$ cat config.mk
export PLATFORM = sky130hd
export DESIGN_NAME = branch_resolve_unit
export DESIGN_NICKNAME = d
export VERILOG_FILES = /design/src/rtl/branch_pkg.sv /design/src/rtl/branch_cond_eval.sv /design/src/rtl/branch_resolve_unit.sv
export SDC_FILE = /design/constraint.sdc
export NUM_CORES = 1
export LEC_CHECK = 0
export ABC_CLOCK_PERIOD_IN_PS = 7900
export BUFFER_PORTS_ARGS = -buffer_cell sky130_fd_sc_hd__buf_2
export CORE_ASPECT_RATIO = 1.75
export CORE_MARGIN = 2
export CORE_UTILIZATION = 59
export CTS_BUF_LIST = sky130_fd_sc_hd__clkbuf_16
export DETAILED_ROUTE_END_ITERATION = 7
export PLACE_DENSITY = 0.87
export SYNTH_ARGS = -nofsm -noshare
export SYNTH_HDL_FRONTEND = slang
export SYNTH_SLANG_ARGS = --single-unit
$ cat constraint.sdc
create_clock -name clk -period 7.9 [get_ports clk]
set_input_delay 0.79 -clock clk [delete_from_list [all_inputs] [get_ports clk]]
set_output_delay 0.79 -clock clk [all_outputs]
set_load 0.005 [all_outputs]
$ cat src/rtl/branch_pkg.sv
// Shared definitions for the branch resolution unit.
//   OP_BRANCH / OP_JAL / OP_JALR : opcodes that the unit resolves
//   br_func3_e                   : conditional-branch condition encodings
//   br_stage_t                   : one pipeline entry, as captured at accept
// br_stage_t is sized for the widest supported datapath (BR_MAX_XLEN).
// Narrower units zero-extend into it and read back the low XLEN bits.
package branch_pkg;

    localparam logic [6:0] OP_BRANCH = 7'b1100011;
    localparam logic [6:0] OP_JAL    = 7'b1101111;
    localparam logic [6:0] OP_JALR   = 7'b1100111;

    localparam int BR_MAX_XLEN = 64;

    typedef enum logic [2:0] {
        BEQ  = 3'b000,
        BNE  = 3'b001,
        BLT  = 3'b100,
        BGE  = 3'b101,
        BLTU = 3'b110,
        BGEU = 3'b111
    } br_func3_e;

    typedef struct packed {
        logic                   valid;
        logic                   taken;
        logic [BR_MAX_XLEN-1:0] target;
        logic [BR_MAX_XLEN-1:0] link;
        logic                   pred_taken;
        logic [BR_MAX_XLEN-1:0] pred_target;
    } br_stage_t;

endpackage

$ cat src/rtl/branch_cond_eval.sv
// Combinational branch condition evaluator.
//   opcode, func3 : instruction fields
//   rs1, rs2      : source operands
//   taken         : resolved direction (JAL/JALR always taken)
//   is_jalr       : target comes from rs1+imm rather than pc+imm
module branch_cond_eval
    import branch_pkg::*;
#(
    parameter int XLEN = 32
) (
    input  logic [6:0]      opcode,
    input  logic [2:0]      func3,
    input  logic [XLEN-1:0] rs1,
    input  logic [XLEN-1:0] rs2,
    output logic            taken,
    output logic            is_jalr
);

    logic            is_unsigned;
    logic [XLEN:0]   rs1_ext;
    logic [XLEN:0]   rs2_ext;
    logic            eq;
    logic            lt;

    // One XLEN+1 bit signed compare covers both signednesses: the operands
    // are sign-extended for BLT/BGE and zero-extended for BLTU/BGEU.
    always_comb begin
        is_unsigned = func3[1];
        rs1_ext     = {(rs1[XLEN-1] & ~is_unsigned), rs1};
        rs2_ext     = {(rs2[XLEN-1] & ~is_unsigned), rs2};
        eq          = (rs1 == rs2);
        lt          = ($signed(rs1_ext) < $signed(rs2_ext));

        taken   = 1'b0;
        is_jalr = 1'b0;
        case (opcode)
            OP_BRANCH: begin
                case (br_func3_e'(func3))
                    BEQ:     taken = eq;
                    BNE:     taken = ~eq;
                    BLT:     taken = lt;
                    BGE:     taken = ~lt;
                    BLTU:    taken = lt;
                    BGEU:    taken = ~lt;
                    default: taken = 1'b0;
                endcase
            end
            OP_JAL:  taken = 1'b1;
            OP_JALR: begin
                taken   = 1'b1;
                is_jalr = 1'b1;
            end
            default: taken = 1'b0;
        endcase
    end

endmodule

$ cat src/rtl/branch_resolve_unit.sv
// Pipelined branch/jump resolution unit for the execute stage.
//   clk, rst            : clock, synchronous active-high reset
//   flush               : drop every in-flight entry at the next edge
//   in_valid/in_ready   : input handshake; opcode, func3, operands, pc, imm
//   pred_taken/target   : front-end prediction to check against
//   out_valid/out_ready : output handshake
//   out_taken/target    : resolved direction and next PC
//   out_link            : pc+4
//   out_mispredict      : prediction was wrong
//   mispredict_count    : saturating count of committed mispredicts
// PIPE_STAGES (1 or 2) sets both the register depth and the latency.
module branch_resolve_unit
    import branch_pkg::*;
#(
    parameter int XLEN        = 32,
    parameter int PIPE_STAGES = 1,
    parameter int CNT_W       = 16
) (
    input  logic             clk,
    input  logic             rst,
    input  logic             flush,
    input  logic             in_valid,
    output logic             in_ready,
    input  logic [6:0]       opcode,
    input  logic [2:0]       func3,
    input  logic [XLEN-1:0]  rs1_val,
    input  logic [XLEN-1:0]  rs2_val,
    input  logic [XLEN-1:0]  pc,
    input  logic [XLEN-1:0]  imm,
    input  logic             pred_taken,
    input  logic [XLEN-1:0]  pred_target,
    output logic             out_valid,
    input  logic             out_ready,
    output logic             out_taken,
    output logic [XLEN-1:0]  out_target,
    output logic [XLEN-1:0]  out_link,
    output logic             out_mispredict,
    output logic [CNT_W-1:0] mispredict_count
);

    logic            taken_c;
    logic            is_jalr_c;
    logic [XLEN-1:0] br_sum;
    logic [XLEN-1:0] jalr_sum;
    logic [XLEN-1:0] link_sum;
    logic [XLEN-1:0] target_c;
    br_stage_t       entry_c;

    branch_cond_eval #(.XLEN(XLEN)) u_cond (
        .opcode  (opcode),
        .func3   (func3),
        .rs1     (rs1_val),
        .rs2     (rs2_val),
        .taken   (taken_c),
        .is_jalr (is_jalr_c)
    );

    // Target/link adders; sums wrap modulo 2^XLEN. JALR clears bit 0.
    always_comb begin
        br_sum   = pc + imm;
        jalr_sum = (rs1_val + imm) & {{(XLEN-1){1'b1}}, 1'b0};
        link_sum = pc + XLEN'(4);
        target_c = taken_c ? (is_jalr_c ? jalr_sum : br_sum) : link_sum;

        entry_c             = '0;
        entry_c.valid       = in_valid;
        entry_c.taken       = taken_c;
        entry_c.target      = BR_MAX_XLEN'(target_c);
        entry_c.link        = BR_MAX_XLEN'(link_sum);
        entry_c.pred_taken  = pred_taken;
        entry_c.pred_target = BR_MAX_XLEN'(pred_target);
    end

    if (PIPE_STAGES == 1) begin : g_one_stage
        br_stage_t s0_q, s0_d;
        logic      s0_ready;
        logic      unused_s0;

        // Single stage: loads when empty or when its entry leaves this cycle.
        // The mispredict compare sits after the register.
        always_comb begin
            s0_ready = !s0_q.valid || out_ready;
            s0_d     = s0_q;
            if (s0_ready) begin
                s0_d.valid = in_valid;
                if (in_valid) begin
                    s0_d = entry_c;
                end
            end
            if (flush) begin
                s0_d.valid = 1'b0;
            end
        end

        always_ff @(posedge clk) begin
            if (rst) begin
                s0_q <= '0;
            end else begin
                s0_q <= s0_d;
            end
        end

        assign in_ready       = s0_ready;
        assign out_valid      = s0_q.valid;
        assign out_taken      = s0_q.taken;
        assign out_target     = s0_q.target[XLEN-1:0];
        assign out_link       = s0_q.link[XLEN-1:0];
        assign out_mispredict = (s0_q.taken != s0_q.pred_taken) ||
                                (s0_q.taken && (s0_q.target != s0_q.pred_target));
        assign unused_s0      = ^{s0_q.target, s0_q.link};
    end else begin : g_two_stage
        br_stage_t       s1_q, s1_d;
        logic            s2_valid_q, s2_valid_d;
        logic            s2_taken_q, s2_taken_d;
        logic            s2_mis_q, s2_mis_d;
        logic [XLEN-1:0] s2_target_q, s2_target_d;
        logic [XLEN-1:0] s2_link_q, s2_link_d;
        logic            s1_ready;
        logic            s2_ready;
        logic            s1_mis_c;
        logic            unused_s1;

        // Stage 1 holds the resolved direction and sums; stage 2 holds the
        // mispredict result. Each stage loads when empty or draining.
        always_comb begin
            s2_ready = !s2_valid_q || out_ready;
            s1_ready = !s1_q.valid || s2_ready;
            s1_mis_c = (s1_q.taken != s1_q.pred_taken) ||
                       (s1_q.taken && (s1_q.target != s1_q.pred_target));

            s1_d = s1_q;
            if (s1_ready) begin
                s1_d.valid = in_valid;
                if (in_valid) begin
                    s1_d = entry_c;
                end
            end

            s2_valid_d  = s2_valid_q;
            s2_taken_d  = s2_taken_q;
            s2_mis_d    = s2_mis_q;
            s2_target_d = s2_target_q;
            s2_link_d   = s2_link_q;
            if (s2_ready) begin
                s2_valid_d = s1_q.valid;
                if (s1_q.valid) begin
                    s2_taken_d  = s1_q.taken;
                    s2_mis_d    = s1_mis_c;
                    s2_target_d = s1_q.target[XLEN-1:0];
                    s2_link_d   = s1_q.link[XLEN-1:0];
                end
            end

            if (flush) begin
                s1_d.valid = 1'b0;
                s2_valid_d = 1'b0;
            end
        end

        always_ff @(posedge clk) begin
            if (rst) begin
                s1_q        <= '0;
                s2_valid_q  <= 1'b0;
                s2_taken_q  <= 1'b0;
                s2_mis_q    <= 1'b0;
                s2_target_q <= '0;
                s2_link_q   <= '0;
            end else begin
                s1_q        <= s1_d;
                s2_valid_q  <= s2_valid_d;
                s2_taken_q  <= s2_taken_d;
                s2_mis_q    <= s2_mis_d;
                s2_target_q <= s2_target_d;
                s2_link_q   <= s2_link_d;
            end
        end

        assign in_ready       = s1_ready;
        assign out_valid      = s2_valid_q;
        assign out_taken      = s2_taken_q;
        assign out_target     = s2_target_q;
        assign out_link       = s2_link_q;
        assign out_mispredict = s2_mis_q;
        assign unused_s1      = ^{s1_q.target, s1_q.link};
    end

    logic [CNT_W-1:0] cnt_q, cnt_d;

    // Counts mispredicts as they are handed to the consumer, sticking at
    // all-ones. Flush does not touch it.
    always_comb begin
        cnt_d = cnt_q;
        if (out_valid && out_ready && out_mispredict && (cnt_q != {CNT_W{1'b1}})) begin
            cnt_d = cnt_q + CNT_W'(1);
        end
    end

    always_ff @(posedge clk) begin
        if (rst) begin
            cnt_q <= '0;
        end else begin
            cnt_q <= cnt_d;
        end
    end

    assign mispredict_count = cnt_q;

endmodule
==> impl_metrics.json <==
{
  "status": "completed",
  "ys_ff_latch": 115,
  "fin_crit_sh": 0.5025,
  "avgViaCountPerCell": 6.005,
  "yosysWarnings": 0,
  "track_usage": 0.3417,
  "drtIter0Drc": 506,
  "rsz0062_at_grt": "false",
  "post_cts_buffers": 0,
  "final_common_cell": "buf_2",
  "holdPathStages": 2,
  "synth_edf_count": 0,
  "synth_compound_area_frac": 0.2333,
  "cts_buffers": 25,
  "ff2ff_path_depth": 9,
  "setup_violations": 0,
  "rrSetupSlack_ps": 5090,
  "synth_top_family_by_area": "compound AO/OA/AOI/OAI gates",
  "synthDistinctLibCells": 76,
  "route.met3.wl_mm": 1.738,
  "core_area_um2": 16790,
  "synthXorXnorAreaFrac": 0.1055,
  "synthMuxAreaShare": 0.01108,
  "netlist_area_um2": 10050,
  "worst_slack_ps": 3930,
  "hold_start": "out_link[1]",
  "max_slew_margin": 0.3038,
  "holdCritPathClass": "reg -> reg",
  "io_buffer_count": 259,
  "p_total_mw": 2.025,
  "irDropWorstVdd_v": 0.0001422,
  "final_core_util": 0.6934,
  "period_needed_ps": 3970,
  "seq_area_frac_synth": 0.2291,
  "grt_max_degree": 95,
  "setup_tns_ps": 0,
  "vias": 10350,
  "endpoint_kind": "register",
  "fmax_mhz": 251.9,
  "diodes": 0,
  "cts_tree": "built",
  "gp_congestion": 0.9510,
  "timing.rr.end": "mispredict_count[15]",
  "synthSimpleGateAreaFrac": 0.2079,
  "mostFrequentLayoutCells": "259 x buf_2, 163 x nand2_1, 115 x a21oi_1, 115 x dfxtp_1, 104 x nor2_1",
  "ctsResizeCount": 0,
  "stdcell_count": 1723,
  "path_cells": "buf_2, ha_1, nand4_1, or4_4, nor3_2, mux2_1, a211oi_1, o221ai_4, nor2_4, mux2i_1, a211oi_1",
  "first_pass_iters": 5,
  "place_inst": 1691,
  "start_util": 0.5985,
  "wl_mm": 31.61,
  "io-pin-count": 260,
  "drv_slew": 0,
  "htreeDepth": 4,
  "crit_required_ps": 8190,
  "cap_viol_max_count": 0,
  "ant_nets": 0,
  "syn-num-nets": 1585,
  "cts-root-buf": "clkbuf_16",
  "drive_above_1_share": 0.2045,
  "cp_common_cell": "a211oi_1",
  "final_nets": 1764,
  "min_to": "out_link[1]",
  "path_max_fanout": 40,
  "die_h_um": 176.6,
  "wl_per_cell_um": 18.34,
  "slowest_stage": "nor2_4",
  "grt_pass1_vias": 10120,
  "crit_type": "in -> reg",
  "ys_async_sr_fraction": 0,
  "antenna_found_initial": 0,
  "fp-row-count": 63,
  "hold_buffers": 0,
  "clock_sinks": 115,
  "slowest_delay_ps": 830,
  "dieArea_um2": 18130,
  "worst_slew_pin_slew_ps": 1044,
  "dr_wl_met2_mm": 16.57,
  "leakagePower_nw": 5.578,
  "powerDensity_nw_per_um2": 173.9,
  "postSynthCellCount": 1312,
  "route.detailed.drc": 0,
  "yosys.area_share.adder": 0.1223,
  "syn_avg_cell_area_um2": 7.659,
  "hpwl_mm": 25.57,
  "cpLargestDelayFamily": "simple AND/OR/NAND/NOR gates",
  "clock_latency_ps": 460,
  "clkSlewWorstSetupHoldPaths_ps": 50,
  "grt_pass1_wl_mm": 48.61,
  "grt-ovfl-total": 0,
  "post-place-ws_ps": 3487,
  "timing.rr.start": "out_target[28]",
  "clk_path_buf_depth": 3,
  "fin_skew_ps": 12.57,
  "wl_met1_mm": 11.31,
  "synth_flop_cell": "dfxtp_1",
  "die_width_um": 102.7,
  "top_layer_used": "met4",
  "hold_viol": 0,
  "cp.arrival_ps": 4260,
  "start_kind": "input pin",
  "crit_buf_inv": 1,
  "syn2layout_area_growth_pct": 15.86
}
==> metal layers <==
layer,up-vias,track usage
li1,5008,-
met1,4769,0.3492
met2,461,0.6446
met3,109,0.03357
met4,0,0.2044
met5,-,0
==> how the worst max path moves through the flow <==
stage           startpoint  cells past startpoint              to
2_1_floorplan  rs2_val[30]                     12  out_target[23]
3_3_place_gp   rs1_val[30]                     11   out_target[1]
3_5_place_dp   rs1_val[26]                     11   out_target[1]
4_1_cts        rs1_val[26]                     11   out_target[1]
5_1_grt        rs1_val[30]                     11   out_target[1]
6_report       rs1_val[26]                     11   out_target[1]
==> cell type report <==
cell class | instances | area [um^2]
multi-input cells | 1024 | 6835
fillers | 1424 | 5147
flip-flops and latches | 115 | 2302
repair buffers | 265 | 1341
clock buffers | 25 | 625.6
well taps | 227 | 284.0
inverters | 60 | 225.2
clock inverters | 7 | 28.78
==> report_power, final <==
part,total (mW),internal (mW),switching [mW]
clock,0.829,0.556,0.273
combinational,0.553,0.230,0.323
sequential,0.643,0.616,0.0272
total,2.03,1.40,0.623
==> sequential cells by signal, indices dropped and copies added (netlist names) <==
register / cells
g_one_stage.s0_q: 33
out_link: 32
out_target: 32
mispredict_count: 16
out_taken: 1
out_valid: 1
==> through the flow <==
stage	hold WS, ps	cell area [um^2]
finish	454.6	11640
global placement	441.4	10990
floorplan	436.7	10050
detailed placement	451.4	10990
global route	481.7	11640
CTS	458.6	11640
==> Yosys cell counts, types with 31 or more instances <==
cell	count	area (um^2)
a211oi_1	31	232.7
a21o_1	32	240.2
a21oi_1	115	575.6
buf_4	64	480.5
clkbuf_1	38	142.6
dfxtp_1	115	2302
ha_1	95	1189
inv_1	60	225.2
nand2_1	163	611.8
nand3_1	33	165.2
nor2_1	104	390.4
o21ai_0	43	215.2
xnor2_1	53	464.2
xor2_1	68	595.6
==> tightest hold or removal path: cells and delay by family (launching register included) <==
kind / cells / cell delay, ps
compound gates: 1 / 50
simple gates: 1 / 50
flops: 1 / 300
==> logic make-up after synthesis <==
family / count (synthesis)
buf+inv: 173
compound gates: 351
flops: 115
xor+xnor: 121
fa+ha+maj: 97
mux: 11
simple gates: 444
Power figures use the tool's default switching activity.
